--- config.mk ---
export PLATFORM = sky130hd
export DESIGN_NAME = pid_filter
export DESIGN_NICKNAME = d
export VERILOG_FILES = /design/src/rtl/pid_filter.sv
export SDC_FILE = /design/constraint.sdc
export NUM_CORES = 2
export LEC_CHECK = 0
export CORE_ASPECT_RATIO = 1.5
export CORE_MARGIN = 3
export CORE_UTILIZATION = 40
export CTS_CLUSTER_DIAMETER = 60
export CTS_CLUSTER_SIZE = 16
export DETAILED_ROUTE_END_ITERATION = 6
export GPL_TIMING_DRIVEN = 0
export MAX_ROUTING_LAYER = met4
export PLACE_DENSITY_LB_ADDON = 0.12
export SLEW_MARGIN = 10
export SYNTH_ARGS = -nofsm -noshare
export SYNTH_HDL_FRONTEND = slang
export SYNTH_SLANG_ARGS = --single-unit
--- constraint.sdc ---
create_clock -name clk_in -period 20.8 [get_ports clk_in]
set_clock_uncertainty 0.1 [all_clocks]
set_input_delay 4.16 -clock clk_in [delete_from_list [all_inputs] [get_ports clk_in]]
set_output_delay 4.16 -clock clk_in [all_outputs]
set_load 0.02 [all_outputs]
--- src/rtl/pid_filter.sv ---
// Velocity-form PID stage with one shared multiplier.
// Each accepted sample produces one control word five edges later:
//   e0 = setpoint - data_in
//   u  = sat(u + ((k1*e0 + k2*e1 + k3*e2) >>> SHIFT))
// with k1 = p+i+d, k2 = -(p+2d), k3 = d.
//
// Handshake: data_valid_in is a one-cycle strobe that is only accepted
// in ST_IDLE (anything else is dropped). data_valid_out is high for the
// single ST_SEND cycle and qualifies data_out; there is no backpressure.
module pid_filter #(
    parameter int W_DATA = 18,
    parameter int W_COEF = 16,
    parameter int W_OUT  = 18,
    parameter int SHIFT  = 0
) (
    input  logic                     clk_in,
    input  logic                     reset_in,
    input  logic signed [W_DATA-1:0] data_in,
    input  logic                     data_valid_in,
    input  logic signed [W_DATA-1:0] setpoint_in,
    input  logic signed [W_COEF-1:0] p_coef_in,
    input  logic signed [W_COEF-1:0] i_coef_in,
    input  logic signed [W_COEF-1:0] d_coef_in,
    input  logic                     lock_en_in,
    input  logic                     clear_in,
    input  logic                     update_en_in,
    input  logic                     update_in,
    output logic signed [W_OUT-1:0]  data_out,
    output logic                     data_valid_out,
    output logic                     railed_out,
    output logic [2:0]               state_out
);

    localparam int W_ERR  = W_DATA + 1;
    localparam int W_K    = W_COEF + 2;
    localparam int W_PROD = W_DATA + W_COEF + 3;
    localparam int W_SUM  = W_PROD + 2;
    localparam int W_ACC  = W_SUM + 1;

    localparam logic signed [W_ACC-1:0] U_MAX =
        {{(W_ACC-W_OUT+1){1'b0}}, {(W_OUT-1){1'b1}}};
    localparam logic signed [W_ACC-1:0] U_MIN =
        {{(W_ACC-W_OUT+1){1'b1}}, {(W_OUT-1){1'b0}}};

    typedef enum logic [2:0] {
        ST_IDLE = 3'd0,
        ST_ERR  = 3'd1,
        ST_MULT = 3'd2,
        ST_SUM  = 3'd3,
        ST_SEND = 3'd4
    } state_t;

    state_t state, state_next;

    // Shadow and active parameter sets
    logic signed [W_DATA-1:0] sh_setpoint, act_setpoint;
    logic signed [W_COEF-1:0] sh_p, sh_i, sh_d;
    logic                     pending;
    logic signed [W_K-1:0]    k1, k2, k3;
    logic signed [W_K-1:0]    k1_new, k2_new, k3_new;

    // Error history, accumulator, output state
    logic signed [W_ERR-1:0]  e0, e1, e2;
    logic signed [W_SUM-1:0]  sum;
    logic [1:0]               mcnt;
    logic signed [W_OUT-1:0]  u;
    logic                     railed;

    // Shared multiplier operands and clamp datapath
    logic signed [W_K-1:0]    mul_k;
    logic signed [W_ERR-1:0]  mul_e;
    logic signed [W_PROD-1:0] prod;
    logic signed [W_SUM-1:0]  delta;
    logic signed [W_ACC-1:0]  acc;
    logic                     halt;

    assign halt           = clear_in | ~lock_en_in;
    assign data_out       = u;
    assign railed_out     = railed;
    assign data_valid_out = (state == ST_SEND) && !halt;
    assign state_out      = state;

    // Coefficient sums formed from the shadow set at commit time
    always_comb begin
        k1_new = {{2{sh_p[W_COEF-1]}}, sh_p} + {{2{sh_i[W_COEF-1]}}, sh_i}
               + {{2{sh_d[W_COEF-1]}}, sh_d};
        k2_new = -({{2{sh_p[W_COEF-1]}}, sh_p} + {sh_d[W_COEF-1], sh_d, 1'b0});
        k3_new = {{2{sh_d[W_COEF-1]}}, sh_d};
    end

    // Multiplier operand select: one coefficient/error pair per MULT cycle
    always_comb begin
        mul_k = k3;
        mul_e = e2;
        if (mcnt == 2'd0) begin
            mul_k = k1;
            mul_e = e0;
        end else if (mcnt == 2'd1) begin
            mul_k = k2;
            mul_e = e1;
        end
        // Low W_PROD bits of the sign-extended product equal the signed product
        prod = {{(W_PROD-W_K){mul_k[W_K-1]}}, mul_k}
             * {{(W_PROD-W_ERR){mul_e[W_ERR-1]}}, mul_e};
    end

    // Scale the summed products and add to the stored accumulator
    always_comb begin
        delta = sum >>> SHIFT;
        acc   = {{(W_ACC-W_OUT){u[W_OUT-1]}}, u} + {delta[W_SUM-1], delta};
    end

    // State register
    always_ff @(posedge clk_in or negedge reset_in) begin
        if (!reset_in) state <= ST_IDLE;
        else           state <= state_next;
    end

    // Next-state logic; clear or loop disable forces IDLE from any state
    always_comb begin
        state_next = state;
        case (state)
            ST_IDLE: if (data_valid_in) state_next = ST_ERR;
            ST_ERR:  state_next = ST_MULT;
            ST_MULT: if (mcnt == 2'd2) state_next = ST_SUM;
            ST_SUM:  state_next = ST_SEND;
            ST_SEND: state_next = ST_IDLE;
            default: state_next = ST_IDLE;
        endcase
        if (halt) state_next = ST_IDLE;
    end

    // Parameter capture and commit; commit waits for IDLE so an in-flight result keeps old values
    always_ff @(posedge clk_in or negedge reset_in) begin
        if (!reset_in) begin
            sh_setpoint  <= '0;
            sh_p         <= '0;
            sh_i         <= '0;
            sh_d         <= '0;
            act_setpoint <= '0;
            k1           <= '0;
            k2           <= '0;
            k3           <= '0;
            pending      <= 1'b0;
        end else begin
            if (state == ST_IDLE && pending) begin
                act_setpoint <= sh_setpoint;
                k1           <= k1_new;
                k2           <= k2_new;
                k3           <= k3_new;
                pending      <= 1'b0;
            end
            if (update_in && update_en_in) begin
                sh_setpoint <= setpoint_in;
                sh_p        <= p_coef_in;
                sh_i        <= i_coef_in;
                sh_d        <= d_coef_in;
                pending     <= 1'b1;
            end
        end
    end

    // Datapath: error history, product accumulation, saturating update of u
    always_ff @(posedge clk_in or negedge reset_in) begin
        if (!reset_in) begin
            e0     <= '0;
            e1     <= '0;
            e2     <= '0;
            sum    <= '0;
            mcnt   <= '0;
            u      <= '0;
            railed <= 1'b0;
        end else if (halt) begin
            e0     <= '0;
            e1     <= '0;
            e2     <= '0;
            sum    <= '0;
            mcnt   <= '0;
            u      <= '0;
            railed <= 1'b0;
        end else begin
            case (state)
                ST_IDLE: begin
                    if (data_valid_in) begin
                        e0 <= {act_setpoint[W_DATA-1], act_setpoint}
                            - {data_in[W_DATA-1], data_in};
                        e1 <= e0;
                        e2 <= e1;
                    end
                end
                ST_ERR: begin
                    sum  <= '0;
                    mcnt <= '0;
                end
                ST_MULT: begin
                    sum  <= sum + {{2{prod[W_PROD-1]}}, prod};
                    mcnt <= mcnt + 2'd1;
                end
                ST_SUM: begin
                    if (acc > U_MAX) begin
                        u      <= U_MAX[W_OUT-1:0];
                        railed <= 1'b1;
                    end else if (acc < U_MIN) begin
                        u      <= U_MIN[W_OUT-1:0];
                        railed <= 1'b1;
                    end else begin
                        u      <= acc[W_OUT-1:0];
                        railed <= 1'b0;
                    end
                end
                default: ;
            endcase
        end
    end

endmodule
# Yosys cells after proc, flatten, opt, wreduce, memory -nomap -nowiden
# Index checks and enable logic that the tools add are counted.
[totals]
reg_bits = 257
in_bits = 91
out_inout_bits = 23
[op_classes]
add_sub_neg = 8
n_mul = 1
n_lt_le_gt_ge = 2
n_eq_ne = 8
muxes = 31
n_bitwise = 2
n_reduce_logical = 13
[op_table]
columns = ["operator", "count"]
rows = [
  ["2-to-1 mux 19 bit", 11],
  ["2-to-1 mux 18 bit", 6],
  ["one-hot mux 39 bit (2 select lines)", 1],
  ["adder 18 x 39 -> 40 bit", 1],
  ["greater-than comparator 40 x 18 -> 1 bit (second input constant)", 1],
  ["< comparator 40 x 18 -> 1 bit (second input constant)", 1],
  ["adder 39 bit", 1],
  ["2-to-1 mux 39 bit", 1],
  ["multiplier 18 x 19 -> 37 bit", 1],
  ["subtractor 18 x 18 -> 19 bit", 1],
  ["adder 16 x 17 -> 18 bit", 1],
  ["adder 17 x 16 -> 18 bit", 1],
  ["negator 18 bit", 1],
  ["adder 16 x 16 -> 17 bit", 1],
  ["one-hot mux 3 bit (4 select lines)", 1],
  ["2-to-1 mux 3 bit", 3],
  ["nonzero test 2 bit", 4],
  ["equality test 3 x 2 -> 1 bit (second input constant)", 2],
  ["2-to-1 mux 1 bit", 6],
  ["!= test 3 bit (second input constant)", 2],
  ["one-hot mux 2 bit (2 select lines)", 1],
  ["AND reduction 2 bit", 2],
  ["equality test 3 x 1 -> 1 bit (second input constant)", 1],
  ["equality test 3 bit (second input constant)", 1],
  ["other kinds (11)", 13],
]

# Depth between registers and ports, before layout
[depth]
word_depth = 7
ltp_mapped = 43
depth_no_buf = 41

# Worst setup path before layout
# OpenSTA, ideal clock, no wires.
[synth_timing]
path_kind = "input -> output"
start = "input clear_in"
end = "output data_valid_out"
arrival_time_ps = 5441
t_required_ps = 16540
setup_slack_ps = 11099
stages = 4
cell_sequence = "nand2b_1 -> clkbuf_1 -> clkbuf_1 -> nor4b_1"
[synth_between]
elab_chain_cells = 3
[synth_lines]
columns = ["item", "line", "rtl"]
rows = [
  ["from (decl)", "25", "input logic clear_in,"],
  ["OR 1 bit", "77", "assign halt = clear_in | ~lock_en_in;"],
  ["zero test 1 bit", "80", "assign data_valid_out = (state == ST_SEND) && !halt;"],
  ["logical AND 1 bit", "80", ""],
  ["to (decl)", "29", "output logic data_valid_out,"],
]
# No other way between the ends.

# Worst setup path after layout
[layout_timing]
start = "register mcnt[1]"
end = "register sum[34], in the netlist delta[34]"
[layout_between]
elab_chain_cells = 7
[layout_lines]
columns = ["item", "line", "rtl"]
rows = [
  ["from (decl)", "65", "logic [1:0] mcnt;"],
  ["from (signal assigned)", "197", "mcnt <= mcnt + 2'd1;"],
  ["equality test 2 x 1 -> 1 bit", "98", "end else if (mcnt == 2'd1) begin"],
  ["2-to-1 mux 18 bit / 2-to-1 mux 19 bit (equally long branches)", "98", ""],
  ["2-to-1 mux 18 bit / 2-to-1 mux 19 bit (equally long branches)", "95", "if (mcnt == 2'd0) begin"],
  ["multiplier 18 x 19 -> 37 bit *", "104", "* {{(W_PROD-W_ERR){mul_e[W_ERR-1]}}, mul_e};"],
  ["adder 39 bit *", "196", "sum <= sum + {{2{prod[W_PROD-1]}}, prod};"],
  ["one-hot mux 39 bit (2 select lines) *", "182", "case (state)"],
  ["2-to-1 mux 39 bit *", "173", "end else if (halt) begin"],
  ["to (signal assigned)", "196", ""],
  ["to (decl)", "64", "logic signed [W_SUM-1:0] sum;"],
]
# Mark *: on every way between the ends. The rest lies on a longest branch, timed or not.
# A chain may end at the register's enable or synchronous reset.

==> reports/qor.csv <==
stage,metric,value,unit
timing,worst_pin_slew,1470,ps
place,dp.final_hpwl,71400,um
power,switching_power,1.70,mW
clock_network,clock-root-buffer,clkbuf_16,
global_route,grt.overflow.total,0,
yosys,synthFlopType,dfrtp_1,
timing,min_period,12580,ps
routing,drtIter0Drc,771,
timing,fmax,79.5,MHz
worst_setup_path,worstPathRequired,21140,ps
global_route,grt_pass1_wl,131000,um
timing,whs,360,ps
place,gpl.final_weighted_congestion,0.996,
clock_network,post-cts-setup-buffer-count,0,
floorplanning,die_y,341,um
timing,finalCritPeriodShare,0.605,
layout,antenna_cells,0,
yosys,ys_ff_latch,257,
worst_setup_path,reg2reg_to,delta[34],
clock_network,clock-sinks,257,
power,powerDensity,106,mW/mm2
worst_setup_path,r2r_setup_slack,8220,ps
timing,hold_viol,0,
worst_hold_path,hp-start,sh_setpoint[15],
worst_setup_path,end_kind,flip-flop,
worst_setup_path,crit_slowest_cell,a21oi_1,
worst_setup_path,cp_max_fo,10,
timing,rsz0062_at_grt,no,
routing,antenna_left,0,
clock_network,numCtsBuffers,24,
clock_network,hold_buffers,0,
routing,vias,22900,
power,power_frac_seq,0.178,
yosys,yosys_warnings,0,
worst_setup_path,max_stage_delay,970,ps
timing,drv_slew,0,
yosys,ys_seq_area_frac,0.215,
worst_setup_path,timing.rr.start,mcnt[1],
power,clockPowerShare,0.134,
floorplanning,core_area,0.0739,mm2
clock_network,clk_pin_slew,70,ps
clock_network,post_cts_resized,0,
worst_hold_path,hold_class,reg -> reg,
timing,setup_viol,0,
yosys,avgSynthCellArea,8.99,um2
global_route,grt_max_degree,92,
power,p_comb_frac,0.688,
yosys,synth-edff-count,0,
layout,drive_above_1_share,0.0465,
global_route,grt_pass1_vias,24500,
global_route,antenna_found_initial,2,
flow_run,drv_cap,1,
floorplanning,ios,114,
power,vdd_drop_max,0.0657,mV
yosys,syn-instance-count,3326,
timing,maxSlewHeadroom,0.0117,
clock_network,tritoncts,built,
floorplanning,rows,122,
routing,viasPerCell,5.12,
routing,dr.pass1.iters,4,
routing,post_drt_wl_per_cell,18.4,um
yosys,synth_area_leaders,"fa_1 (25%), dfrtp_1 (22%), ha_1 (10%)",
global_route,grtUsageTotal,0.218,
yosys,yosys.area.top_type,fa_1,
routing,finalWirelength,82500,um
worst_setup_path,cp-start-kind,flip-flop,
yosys,ys_async_sr_fraction,1.00,
clock_network,htreeDepth,1,
yosys,synth_nets,4025,
clock_network,clock_tree.buffer_depth,3,
floorplanning,start_util,0.405,
yosys,synth_cell_type_count,83,
worst_setup_path,cp.arrival,12920,ps
clock_network,clk_latency,560,ps
timing,finalSetupTns,0,ps
floorplanning,dieArea,0.0781,mm2
worst_hold_path,hold_end,act_setpoint[15],
run_status,status,"finished, violations left",
power,swShare,0.484,
floorplanning,chipWidth,229,um
power,p_int,1.81,mW
worst_setup_path,ff2ff_path_depth,40,
place,io_buffers,113,
layout,fin_nets,4167,
worst_setup_path,worst-setup-path-type,reg -> reg,
run_status,violations,max-capacitance violations,
layout,syn_to_final_growth,10.9,%
worst_setup_path,crit_top_cell,fa_1,
worst_hold_path,whs_path_depth,2,
yosys,synthesis.area,0.0299,mm2
yosys,yosysTopAreaCellShare,0.245,
routing,drc,0,
power,leakage,16.2,nW
registers in the layout, indices dropped and copies added (netlist names), 2 cells and up:
| register | count |
|---|---|
| delta | 39 |
| e0 | 19 |
| e1 | 19 |
| e2 | 19 |
| act_setpoint | 18 |
| data_out | 18 |
| k1 | 18 |
| k2 | 18 |
| sh_setpoint | 18 |
| k3 | 16 |
| sh_d | 16 |
| sh_i | 16 |
| sh_p | 16 |
| state_out | 3 |
| mcnt | 2 |
layout make-up:
cell class | count | area [um2]
Multi-Input combinational cell | 2437 | 21000
Tap cell | 992 | 1240
Timing Repair Buffer | 116 | 1200
Sequential cell | 257 | 6430
Buffer | 109 | 473
Fill cell | 7483 | 40700
Clock inverter | 13 | 173
Inverter | 523 | 1960
Clock buffer | 28 | 637
layout by cell type (no fill, tap or decap), types with 67 or more instances in the layout:
master,n
inv_1,523
nand2_1,480
fa_1,366
dfrtp_1,257
nor2_1,256
ha_1,242
a21oi_1,171
o21ai_0,122
clkdlybuf4s50_1,112
clkbuf_1,90
xnor2_1,79
a21o_1,70
mux2_2,67
kinds of logic after synthesis:
logic type | share of synthesized area
AO/OA/AOI/OAI | 0.148
XOR/XNOR | 0.0357
adder cells (fa/ha/maj) | 0.346
buffers and inverters | 0.0815
flip-flops | 0.215
multiplexers | 0.0390
AND/OR/NAND/NOR | 0.134
metrics by stage:
| step | setup slack, ps | area, um2 | utilization | std cells | total power [mW] |
|---|---|---|---|---|---|
| finish | 8220 | 33200 | 0.449 | 4475 | 3.50 |
| global route | 7650 | 33200 | 0.449 | 4475 | 3.91 |
| CTS | 8110 | 33100 | 0.449 | 4475 | 3.55 |
| detailed placement | 8170 | 32300 | 0.438 | 4434 | 3.06 |
| global placement | 3740 | 32300 | 0.437 | 4431 | 3.04 |
| floorplan | 11100 | 29900 | - | 3326 | 2.47 |
cell usage after synthesis (67+ instances only):
cell and count:
inv_1 523, nand2_1 480, fa_1 366, dfrtp_1 257, nor2_1 257, ha_1 242
a21oi_1 171, o21ai_0 123, clkbuf_1 87, xnor2_1 79, a21o_1 70, mux2_2 67
critical path, delay by kind of cell, from the launching register on:
kind,cells,cell delay (ps)
fa+ha+maj,9,4000
buf+inv,8,2190
xor+xnor,2,170
compound gates,14,4520
flops,1,470
mux,1,280
simple gates,6,680
routing by layer:
metal | up-vias | share of wire | global-route usage
met2 | 380 | 0.54 | 0.415
met1 | 11200 | 0.38 | 0.229
li1 | 11200 | - | -
met3 | 166 | 0.022 | 0.0158
met4 | 0 | 0.053 | 0.0964
met5 | - | 0 | -
power groups by stage:
stage	clock (mW)	sequential (mW)	combinational, mW
after floorplan	0	0.616	1.86
after global placement	0	0.633	2.41
after detailed placement	0	0.635	2.43
after CTS	0.489	0.625	2.44
after global routing	0.506	0.634	2.77
final	0.471	0.624	2.41
worst max-delay path by stage:
stage	from	endpoint	slack, ps	cells past startpoint
final	mcnt[1]	delta[34]	8220	40
after detailed placement	mcnt[1]	delta[34]	8170	40
after global routing	mcnt[1]	delta[34]	7650	40
after floorplan	clear_in	data_valid_out	11100	4
after global placement	reset_in	e0[10]	3740	1
after CTS	mcnt[1]	delta[34]	8110	40
Note: power is estimated with default switching activity, not from simulation.
